### src/rtl/axil_regfile_slave_if.sv
// AXI4-Lite bus bundle for axil_regfile_slave: the five channels without clock/reset.
interface axil_regfile_slave_if #(
  parameter int DATA_W = 32,
  parameter int ADDR_W = 7
);
  logic                  AWVALID;
  logic                  AWREADY;
  logic [ADDR_W-1:0]     AWADDR;
  logic [2:0]            AWPROT;
  logic                  WVALID;
  logic                  WREADY;
  logic [DATA_W-1:0]     WDATA;
  logic [DATA_W/8-1:0]   WSTRB;
  logic                  BVALID;
  logic                  BREADY;
  logic [1:0]            BRESP;
  logic                  ARVALID;
  logic                  ARREADY;
  logic [ADDR_W-1:0]     ARADDR;
  logic [2:0]            ARPROT;
  logic                  RVALID;
  logic                  RREADY;
  logic [DATA_W-1:0]     RDATA;
  logic [1:0]            RRESP;

  modport master (
    output AWVALID, AWADDR, AWPROT, WVALID, WDATA, WSTRB, BREADY,
           ARVALID, ARADDR, ARPROT, RREADY,
    input  AWREADY, WREADY, BVALID, BRESP, ARREADY, RVALID, RDATA, RRESP
  );

  modport slave (
    input  AWVALID, AWADDR, AWPROT, WVALID, WDATA, WSTRB, BREADY,
           ARVALID, ARADDR, ARPROT, RREADY,
    output AWREADY, WREADY, BVALID, BRESP, ARREADY, RVALID, RDATA, RRESP
  );
endinterface

### src/rtl/axil_regfile_slave.sv
// Parametrised AXI4-Lite register file with independent AW/W buffering and held responses.
// Optional macro AXIL_REGFILE_SLVERR_EN: out-of-range accesses answer SLVERR instead of OKAY.
module axil_regfile_slave #(
  parameter int C_S_AXI_DATA_WIDTH = 32,
  parameter int C_S_AXI_ADDR_WIDTH = 7,
  parameter int NUM_REGS           = 32
) (
  input  logic                                   S_AXI_ACLK,
  input  logic                                   S_AXI_ARESET,
  axil_regfile_slave_if.slave                    S_AXI,
  output logic [NUM_REGS*C_S_AXI_DATA_WIDTH-1:0] regs_o,
  output logic [NUM_REGS-1:0]                    wr_pulse_o
);
  localparam int DW      = C_S_AXI_DATA_WIDTH;
  localparam int AW      = C_S_AXI_ADDR_WIDTH;
  localparam int SW      = DW / 8;
  localparam int ADDRLSB = $clog2(SW);
  localparam int IW      = AW - ADDRLSB;

  localparam logic [1:0] RESP_OKAY = 2'b00;
`ifdef AXIL_REGFILE_SLVERR_EN
  localparam logic [1:0] RESP_OOR  = 2'b10;
`else
  localparam logic [1:0] RESP_OOR  = 2'b00;
`endif

  function automatic logic in_range(input logic [IW-1:0] idx);
    return 32'(idx) < NUM_REGS;
  endfunction

  function automatic logic [1:0] resp_for(input logic [IW-1:0] idx);
    return in_range(idx) ? RESP_OKAY : RESP_OOR;
  endfunction

  // Out-of-range indices match no register and therefore read as zero.
  function automatic logic [DW-1:0] reg_read(input logic [NUM_REGS*DW-1:0] flat,
                                             input logic [IW-1:0] idx);
    logic [DW-1:0] v;
    v = '0;
    for (int i = 0; i < NUM_REGS; i++)
      if (32'(idx) == 32'(i)) v = flat[i*DW +: DW];
    return v;
  endfunction

  logic                   awf, wf, awready_q, wready_q, bvalid_q;
  logic [1:0]             bresp_q;
  logic [IW-1:0]          aw_idx_q;
  logic [DW-1:0]          wdata_q;
  logic [SW-1:0]          wstrb_q;
  logic [NUM_REGS*DW-1:0] regs_q;
  logic [NUM_REGS-1:0]    wr_pulse_q;
  logic                   aw_hs, w_hs, commit;

  assign aw_hs  = S_AXI.AWVALID && awready_q;
  assign w_hs   = S_AXI.WVALID && wready_q;
  assign commit = awf && wf && (!bvalid_q || S_AXI.BREADY);

  // Write stage: capture AW/W payloads into their one-entry buffers
  always_ff @(posedge S_AXI_ACLK) begin
    if (aw_hs) aw_idx_q <= S_AXI.AWADDR[AW-1:ADDRLSB];
    if (w_hs) begin
      wdata_q <= S_AXI.WDATA;
      wstrb_q <= S_AXI.WSTRB;
    end
  end

  // Write stage: commit buffered pair, update register, issue held B response
  always_ff @(posedge S_AXI_ACLK) begin
    if (S_AXI_ARESET) begin
      awf        <= 1'b0;
      wf         <= 1'b0;
      awready_q  <= 1'b0;
      wready_q   <= 1'b0;
      bvalid_q   <= 1'b0;
      bresp_q    <= RESP_OKAY;
      wr_pulse_q <= '0;
      regs_q     <= '0;
    end else begin
      wr_pulse_q <= '0;
      if (commit) begin
        awf       <= 1'b0;
        wf        <= 1'b0;
        awready_q <= 1'b1;
        wready_q  <= 1'b1;
        bvalid_q  <= 1'b1;
        bresp_q   <= resp_for(aw_idx_q);
        for (int i = 0; i < NUM_REGS; i++) begin
          if (32'(aw_idx_q) == 32'(i)) begin
            wr_pulse_q[i] <= 1'b1;
            for (int b = 0; b < SW; b++)
              if (wstrb_q[b]) regs_q[i*DW + b*8 +: 8] <= wdata_q[b*8 +: 8];
          end
        end
      end else begin
        // Buffers can only fill here; a full buffer already holds READY low.
        if (bvalid_q && S_AXI.BREADY) bvalid_q <= 1'b0;
        awf       <= awf || aw_hs;
        wf        <= wf || w_hs;
        awready_q <= !(awf || aw_hs);
        wready_q  <= !(wf || w_hs);
      end
    end
  end

  logic          ar_en, rvalid_q, ar_hs;
  logic [1:0]    rresp_q;
  logic [DW-1:0] rdata_q;
  logic [IW-1:0] ar_idx;

  assign ar_idx = S_AXI.ARADDR[AW-1:ADDRLSB];
  assign ar_hs  = S_AXI.ARVALID && S_AXI.ARREADY;
  assign S_AXI.ARREADY = ar_en && (!rvalid_q || S_AXI.RREADY);

  // Read stage: sample register contents before any same-edge write lands
  always_ff @(posedge S_AXI_ACLK) begin
    if (S_AXI_ARESET) begin
      ar_en    <= 1'b0;
      rvalid_q <= 1'b0;
      rresp_q  <= RESP_OKAY;
      rdata_q  <= '0;
    end else begin
      ar_en <= 1'b1;
      if (ar_hs) begin
        rvalid_q <= 1'b1;
        rdata_q  <= reg_read(regs_q, ar_idx);
        rresp_q  <= resp_for(ar_idx);
      end else if (S_AXI.RREADY) begin
        rvalid_q <= 1'b0;
      end
    end
  end

  assign S_AXI.AWREADY = awready_q;
  assign S_AXI.WREADY  = wready_q;
  assign S_AXI.BVALID  = bvalid_q;
  assign S_AXI.BRESP   = bresp_q;
  assign S_AXI.RVALID  = rvalid_q;
  assign S_AXI.RDATA   = rdata_q;
  assign S_AXI.RRESP   = rresp_q;
  assign regs_o        = regs_q;
  assign wr_pulse_o    = wr_pulse_q;

  logic unused_ok;
  assign unused_ok = ^{S_AXI.AWPROT, S_AXI.ARPROT,
                       S_AXI.AWADDR[ADDRLSB-1:0], S_AXI.ARADDR[ADDRLSB-1:0]};
endmodule

### src/flat_wrapper.sv
// flat-port wrapper written by rule: the top's interface ports become plain ports
module axil_regfile_slave_flat 
#(
  parameter int C_S_AXI_DATA_WIDTH = 32,
  parameter int C_S_AXI_ADDR_WIDTH = 7,
  parameter int NUM_REGS           = 32
)
  (S_AXI_ACLK, S_AXI_ARESET, regs_o, wr_pulse_o, S_AXI_AWVALID, S_AXI_AWADDR, S_AXI_AWPROT, S_AXI_WVALID, S_AXI_WDATA, S_AXI_WSTRB, S_AXI_BREADY, S_AXI_ARVALID, S_AXI_ARADDR, S_AXI_ARPROT, S_AXI_RREADY, S_AXI_AWREADY, S_AXI_WREADY, S_AXI_BVALID, S_AXI_BRESP, S_AXI_ARREADY, S_AXI_RVALID, S_AXI_RDATA, S_AXI_RRESP);
  axil_regfile_slave_if #(.DATA_W((32)), .ADDR_W((7))) S_AXI_i ();
  input  logic S_AXI_ACLK;
  input  logic S_AXI_ARESET;
  output logic [NUM_REGS*C_S_AXI_DATA_WIDTH-1:0] regs_o;
  output logic [NUM_REGS-1:0] wr_pulse_o;
  input wire logic [$bits(S_AXI_i.AWVALID)-1:0] S_AXI_AWVALID;
  input wire logic [$bits(S_AXI_i.AWADDR)-1:0] S_AXI_AWADDR;
  input wire logic [$bits(S_AXI_i.AWPROT)-1:0] S_AXI_AWPROT;
  input wire logic [$bits(S_AXI_i.WVALID)-1:0] S_AXI_WVALID;
  input wire logic [$bits(S_AXI_i.WDATA)-1:0] S_AXI_WDATA;
  input wire logic [$bits(S_AXI_i.WSTRB)-1:0] S_AXI_WSTRB;
  input wire logic [$bits(S_AXI_i.BREADY)-1:0] S_AXI_BREADY;
  input wire logic [$bits(S_AXI_i.ARVALID)-1:0] S_AXI_ARVALID;
  input wire logic [$bits(S_AXI_i.ARADDR)-1:0] S_AXI_ARADDR;
  input wire logic [$bits(S_AXI_i.ARPROT)-1:0] S_AXI_ARPROT;
  input wire logic [$bits(S_AXI_i.RREADY)-1:0] S_AXI_RREADY;
  output wire logic [$bits(S_AXI_i.AWREADY)-1:0] S_AXI_AWREADY;
  output wire logic [$bits(S_AXI_i.WREADY)-1:0] S_AXI_WREADY;
  output wire logic [$bits(S_AXI_i.BVALID)-1:0] S_AXI_BVALID;
  output wire logic [$bits(S_AXI_i.BRESP)-1:0] S_AXI_BRESP;
  output wire logic [$bits(S_AXI_i.ARREADY)-1:0] S_AXI_ARREADY;
  output wire logic [$bits(S_AXI_i.RVALID)-1:0] S_AXI_RVALID;
  output wire logic [$bits(S_AXI_i.RDATA)-1:0] S_AXI_RDATA;
  output wire logic [$bits(S_AXI_i.RRESP)-1:0] S_AXI_RRESP;
  assign S_AXI_i.AWVALID = S_AXI_AWVALID;
  assign S_AXI_i.AWADDR = S_AXI_AWADDR;
  assign S_AXI_i.AWPROT = S_AXI_AWPROT;
  assign S_AXI_i.WVALID = S_AXI_WVALID;
  assign S_AXI_i.WDATA = S_AXI_WDATA;
  assign S_AXI_i.WSTRB = S_AXI_WSTRB;
  assign S_AXI_i.BREADY = S_AXI_BREADY;
  assign S_AXI_i.ARVALID = S_AXI_ARVALID;
  assign S_AXI_i.ARADDR = S_AXI_ARADDR;
  assign S_AXI_i.ARPROT = S_AXI_ARPROT;
  assign S_AXI_i.RREADY = S_AXI_RREADY;
  assign S_AXI_AWREADY = S_AXI_i.AWREADY;
  assign S_AXI_WREADY = S_AXI_i.WREADY;
  assign S_AXI_BVALID = S_AXI_i.BVALID;
  assign S_AXI_BRESP = S_AXI_i.BRESP;
  assign S_AXI_ARREADY = S_AXI_i.ARREADY;
  assign S_AXI_RVALID = S_AXI_i.RVALID;
  assign S_AXI_RDATA = S_AXI_i.RDATA;
  assign S_AXI_RRESP = S_AXI_i.RRESP;
  axil_regfile_slave #(.C_S_AXI_DATA_WIDTH(C_S_AXI_DATA_WIDTH), .C_S_AXI_ADDR_WIDTH(C_S_AXI_ADDR_WIDTH), .NUM_REGS(NUM_REGS)) u_core (.S_AXI_ACLK(S_AXI_ACLK), .S_AXI_ARESET(S_AXI_ARESET), .S_AXI(S_AXI_i), .regs_o(regs_o), .wr_pulse_o(wr_pulse_o));
endmodule
### config.mk
export PLATFORM = sky130hd
export DESIGN_NAME = axil_regfile_slave_flat
export DESIGN_NICKNAME = d
export VERILOG_FILES = /design/src/rtl/axil_regfile_slave_if.sv /design/src/rtl/axil_regfile_slave.sv /design/src/flat_wrapper.sv
export SDC_FILE = /design/constraint.sdc
export NUM_CORES = 2
export LEC_CHECK = 0
export BUFFER_PORTS_ARGS = -buffer_cell sky130_fd_sc_hd__buf_4
export CAP_MARGIN = 30
export CORE_AREA = 2 2 449 451
export DETAILED_ROUTE_END_ITERATION = 12
export DIE_AREA = 0 0 451 453
export MAX_ROUTING_LAYER = met4
export PLACE_DENSITY_LB_ADDON = 0.05
export SETUP_SLACK_MARGIN = 0.2
export SYNTH_ARGS = -nofsm -noshare
export SYNTH_HDL_FRONTEND = slang
export SYNTH_SLANG_ARGS = --single-unit
### constraint.sdc
create_clock -name S_AXI_ACLK -period 2.85 [get_ports S_AXI_ACLK]
set_input_delay 0.7125 -clock S_AXI_ACLK [delete_from_list [all_inputs] [get_ports S_AXI_ACLK]]
set_output_delay 0.7125 -clock S_AXI_ACLK [all_outputs]
set_load 0.005 [all_outputs]
== After elaboration in Yosys (flattened, before gate mapping) ==
Cells that the tools add are included.
Storage, ports and cells
  bits in registers: 1136
  output and inout bits: 1097
  word-level logic and storage cells: 423
Cells by class
  eq/ne operators: 62
  mux-type cells: 71
  bitwise logic cells: 1
  reduce and logical (&&, ||, !) cells: 149
Operators with widths (count)
  32-bit 2-to-1 mux: 32
  3-bit AND reduction: 128
  5-bit == test, second input constant: 32
  5-bit by 4-bit == test with 1-bit output, second input constant: 16
  5-bit by 3-bit == test with 1-bit output, second input constant: 8
  1-bit 2-to-1 mux: 39
  5-bit by 2-bit == test with 1-bit output, second input constant: 4
  5-bit by 1-bit == test with 1-bit output, second input constant: 2
  5-bit logical NOT: 2
  1-bit logical AND: 7
  1-bit logical NOT: 4
  1-bit logical OR: 4
  2-bit nonzero test: 2
  2-bit OR reduction: 2
  1-bit NOT: 1

== Depth between registers and ports, before layout ==
  depth after elaboration: 33
  gate-level depth with buffers: 12

== Worst setup path before layout ==
Ideal clock, no wire load.
  kind: input-to-reg
  from: input S_AXI_ARADDR[4]
  to: register u_core.rdata_q[29] (netlist: u_core.S_AXI.RDATA[29])
  library setup time: 0.083 ns
  arrival: 2.413 ns
  path slack: 0.354 ns
  stages: 10
  cell sequence: buf_6 or4b_1 buf_2 a21oi_2 buf_6 a221o_2 a21oi_2 a2111oi_4 nor3_1 o221ai_1
On the way
  word-level cells in the longest chain between the ends: 33
  elaborated cells between the ends (all ways): 64
Ends and longest elaborated chain
  start, declared: RTL line flat_wrapper.sv:22  | input wire logic [$bits(S_AXI_i.ARADDR)-1:0] S_AXI_ARADDR;
  5-bit logical NOT: RTL line axil_regfile_slave.sv:41  | if (32'(idx) == 32'(i)) v = flat[i*DW +: DW];
  32-bit 2-to-1 mux (31 in series): RTL line axil_regfile_slave.sv:41
  32-bit 2-to-1 mux *: RTL line axil_regfile_slave.sv:41
  end signal, assigned: RTL line axil_regfile_slave.sv:125  | rdata_q <= reg_read(regs_q, ar_idx);
  end, declared: RTL line axil_regfile_slave.sv:107  | logic [DW-1:0] rdata_q;
Mark *: on every way between the ends. The rest lies on a longest branch, timed or not.
A chain may end at the register's enable or synchronous reset.

== Final worst setup path ==
  from: input S_AXI_ARADDR[3]
  to: register u_core.rdata_q[17] (netlist: u_core.S_AXI.RDATA[17])
The elaborated chain is that of the path after synthesis.

==> qor.tcl <==
set qor(run_status) {completed}
set qor(floorplan.initialDensity) 0.2485
set qor(count_of_nets_after_finishing) 8125
set qor(number_of_enable_flip_flop_cells_after_synthesis) 41
set qor(vdd_ir_drop_max_uv) 420.7
set qor(timing.setup.critical_path_class) {input pin to flop}
set qor(synth_top_flop_cell) {sky130_fd_sc_hd__dfxtp_1}
set qor(unrepaired_setup_endpoints_after_global_routing) {true}
set qor(tritoncts.num_buffers) 145
set qor(vias_per_cell) 5.723
set qor(cellLeakagePower_nw) 27.94
set qor(timing_worst_slew_pin_value_ns) 1.072
set qor(critical_path_buf_inv_count) 4
set qor(grt_pass1_vias) 57150
set qor(cts_max_path_buffers) 3
set qor(dieArea_um2) 204300
set qor(drcViolationCount) 0
set qor(max_slew_margin) 0.2850
set qor(dr_total_vias) 62070
set qor(setup.worst_path.start_class) {input pin}
set qor(combinationalPowerShare) 0.096
set qor(synthesis.instances) 6470
set qor(core_area_um2) 199200
set qor(clk_transition_reported_paths_ns) 0.06
set qor(routed_wl_um) 415800
set qor(netlist_area_um2) 49520
set qor(clock_skews_ns) 0.03868
set qor(areaGrowthSynthToFinish_pct) 47.12
set qor(worst-endpoint-required_ns) 3.61
set qor(path_depth) 11
set qor(dp.final_hpwl_um) 315100
set qor(worstReg2RegStart) {u_core.regs_o[4]$_SDFFE_PP0P_}
set qor(placement.io_buffers) 1145
set qor(fin_crit_ns) 2.813
set qor(clk_latency_ns) 0.85
set qor(drt_iter0_markers) 8022
set qor(critPathTopFamily) {compound AO/OA/AOI/OAI gates}
set qor(timing.final.crit_share) 0.9870
set qor(worst_r2r_endpoint) {u_core.S_AXI.RDATA[4]$_SDFFE_PP0P_}
set qor(ys_seq_elements) 1136
set qor(dp.cells) 10570
set qor(io-pin-count) 1160
set qor(power.density_nw_per_um2) 539.9
set qor(hold-worst-slack_ns) 0.03873
set qor(ys_warn_count) 0
set qor(grt_max_degree) 146
set qor(cts_hold_repair.buffers) 0
set qor(max_clock_freq_mhz) 355.5
set qor(swShare) 0.2743
set qor(final-instance-count-excl-fill) 10850
set qor(drtPass1Iterations) 7
set qor(worst_path_largest_cell_delay_ns) 0.61
set qor(rrSetupSlack_ns) 0.24
set qor(gr-total-overflow) 0
set qor(asyncSetResetFlopFracSynth) 0
set qor(dieWidth_um) 451
set qor(worstSetupStartpoint) {S_AXI_ARADDR[3]}
set qor(hp-class) {input pin to flop}
set qor(path_cells) {buf_6 > buf_12 > or3_4 > nor2_2 > buf_6 > buf_4 > a222oi_1 > o211ai_1 > o211ai_1 > nand3_2 > a31o_2}
set qor(grt_pass1_wl_um) 539700
set qor(setup.worst_path.end_class) {flop}
set qor(global_route.usage.total) 0.3989
set qor(core.rowCount) 164
set qor(h-tree-depth) 4
set qor(timing.final.max_slew_violations) 0
set qor(cellInternalPower_w) 0.02855
set qor(slowest_stage) {sky130_fd_sc_hd__o211ai_1}
set qor(cts.root.buffer_cell) {sky130_fd_sc_hd__clkbuf_16}
set qor(final_antenna_net_count) 0
set qor(hold_path_startpoint) {S_AXI_WDATA[3]}
set qor(power_switching_w) 0.01079
set qor(seq_power_share) 0.410
set qor(arrival_ns) 3.58
set qor(clock_share_of_power) 0.495
set qor(setup-violations-final) 0
set qor(tritoncts) {yes}
set qor(antenna_found_initial) 35
set qor(die_height_um) 453
set qor(worstSetupEndpoint) {u_core.S_AXI.RDATA[17]$_SDFFE_PP0P_}
set qor(drv.max_cap_violation_count) 0
set qor(fin_setup_tns_ns) 0
set qor(worst-r2r-cell-count) 10
set qor(crit_path_max_fanout) 19
set qor(synthesis.area_per_instance_um2) 7.654
set qor(globalplace.congestion) 0.9895
set qor(cts.sinks) 1136
set qor(final-hold-violation-count) 0
set qor(drt-wirelength-per-cell_um) 38.34
set qor(post-route-util) 0.3657
set qor(ys_seq_area_frac) 0.4675
set qor(layout-drive-gt1-share) 0.2937
set qor(post_synth_num_cell_types) 86
cells by family after synthesis:
logic type	share of synthesized area
compound gates	0.2216
simple gates	0.2498
flops	0.4675
buf+inv	0.05119
mux	0.009904
other cells	0.00007573
stage by stage:
step                total power (W)  cell area [um2]  worst slack, ns
floorplan                   0.01771            49530           0.3545
global placement            0.02007            67660           -2.205
detailed placement          0.02007            67700           -1.234
CTS                         0.03937            72750           0.1877
global route                0.04006            72850          0.07605
finish                      0.03934            72860          0.03705
cell usage after synthesis, types with 49 or more instances:
cell type / n / area (um2)
sky130_fd_sc_hd__nand2_1: 1287 / 4831
sky130_fd_sc_hd__a21oi_1: 1225 / 6131
sky130_fd_sc_hd__dfxtp_1: 1095 / 21920
sky130_fd_sc_hd__nand3_1: 1072 / 5365
sky130_fd_sc_hd__clkbuf_1: 498 / 1869
sky130_fd_sc_hd__nor2_1: 168 / 630.6
sky130_fd_sc_hd__o21ai_0: 149 / 745.7
sky130_fd_sc_hd__o22ai_1: 117 / 732.0
sky130_fd_sc_hd__nor3_1: 94 / 470.5
sky130_fd_sc_hd__buf_2: 91 / 455.4
sky130_fd_sc_hd__a22oi_1: 70 / 525.5
sky130_fd_sc_hd__a22o_1: 49 / 429.2
flip-flops by register name (all words and copies together) (netlist names):
name                  count
u_core.awf                1
u_core.wstrb_q            4
u_core.ar_en              1
u_core.S_AXI.RDATA       32
u_core.wf                 1
u_core.wr_pulse_o        32
u_core.S_AXI.AWREADY      1
u_core.S_AXI.RVALID       1
u_core.wdata_q           32
u_core.regs_o          1024
u_core.S_AXI.BVALID       1
u_core.aw_idx_q           5
u_core.S_AXI.WREADY       1
power groups by stage:
stage,Combinational (W),Sequential (W),Clock (W)
after global placement,0.00361,0.0165,0
after global routing,0.00376,0.0161,0.0202
after CTS,0.00364,0.0161,0.0196
after floorplan,0.00128,0.0164,0
final,0.00377,0.0161,0.0195
after detailed placement,0.00361,0.0165,0
metal layers:
layer  vias to the layer above  part of all wire  GRT usage
met2                      3765              0.46     0.6211
met5                         -                 0          -
met1                     31240              0.40     0.4832
met4                         0             0.076     0.2542
li1                      26250                 -          -
met3                       813             0.072    0.05785
worst register-to-register path: cells and delay by family, from the launching register on:
kind | cells | cell delay (ns)
AOI/OAI and AO/OA | 5 | 1.18
and+or+nand+nor | 1 | 0.07
buffers and inverters | 3 | 0.61
muxes | 1 | 0.27
DFF | 1 | 0.36
worst min path at each step:
stage	to	depth (start not counted)
after floorplan	u_core.S_AXI.RDATA[0]$_SDFFE_PP0P_	2
after global placement	u_core.S_AXI.RDATA[0]$_SDFFE_PP0P_	2
after detailed placement	u_core.S_AXI.RDATA[0]$_SDFFE_PP0P_	2
after CTS	u_core.wdata_q[3]$_DFFE_PP_	1
after global routing	u_core.wdata_q[2]$_DFFE_PP_	1
final	u_core.wdata_q[3]$_DFFE_PP_	1
timing repair:
action | 4_1_cts | 5_1_grt
setup buffers | 1 | 0
pin swaps | 5 | 0
setup endpoints to repair | 121 | 127
gates resized for setup | 33 | 16
cloned | 1 | 0
area by class of cell:
cell class	count	area, um2
multi-input cells	4714	24270
repair buffers	2053	17150
flip-flops and latches	1136	23150
clock inverters	45	590.6
well taps	2656	3323
clock buffers	215	4287
diodes	14	35.03
inverters	12	45.04
fillers	20950	126400
layout by cell type (no fill, tap or decap), types with 14 or more instances in the layout:
master,n
sky130_fd_sc_hd__a211o_1,16
sky130_fd_sc_hd__a21o_1,26
sky130_fd_sc_hd__a21oi_1,1222
sky130_fd_sc_hd__a221oi_1,38
sky130_fd_sc_hd__a22o_1,49
sky130_fd_sc_hd__a22oi_1,69
sky130_fd_sc_hd__a31oi_1,15
sky130_fd_sc_hd__buf_12,136
sky130_fd_sc_hd__buf_4,1909
sky130_fd_sc_hd__clkbuf_1,35
sky130_fd_sc_hd__clkbuf_16,149
sky130_fd_sc_hd__clkbuf_8,31
sky130_fd_sc_hd__clkinv_2,15
sky130_fd_sc_hd__dfxtp_1,1094
sky130_fd_sc_hd__diode_2,14
sky130_fd_sc_hd__edfxtp_1,41
sky130_fd_sc_hd__mux2_2,14
sky130_fd_sc_hd__mux2i_1,31
sky130_fd_sc_hd__nand2_1,1286
sky130_fd_sc_hd__nand2b_1,22
sky130_fd_sc_hd__nand3_1,1071
sky130_fd_sc_hd__nor2_1,137
sky130_fd_sc_hd__nor2_2,21
sky130_fd_sc_hd__nor2b_1,15
sky130_fd_sc_hd__nor3_1,84
sky130_fd_sc_hd__nor3_4,14
sky130_fd_sc_hd__nor4_1,14
sky130_fd_sc_hd__o211ai_1,20
sky130_fd_sc_hd__o21a_1,14
sky130_fd_sc_hd__o21ai_0,147
sky130_fd_sc_hd__o221ai_1,29
sky130_fd_sc_hd__o22ai_1,117
sky130_fd_sc_hd__o2bb2ai_1,14
sky130_fd_sc_hd__or3_1,15
Note: power is estimated with default switching activity, not from simulation.
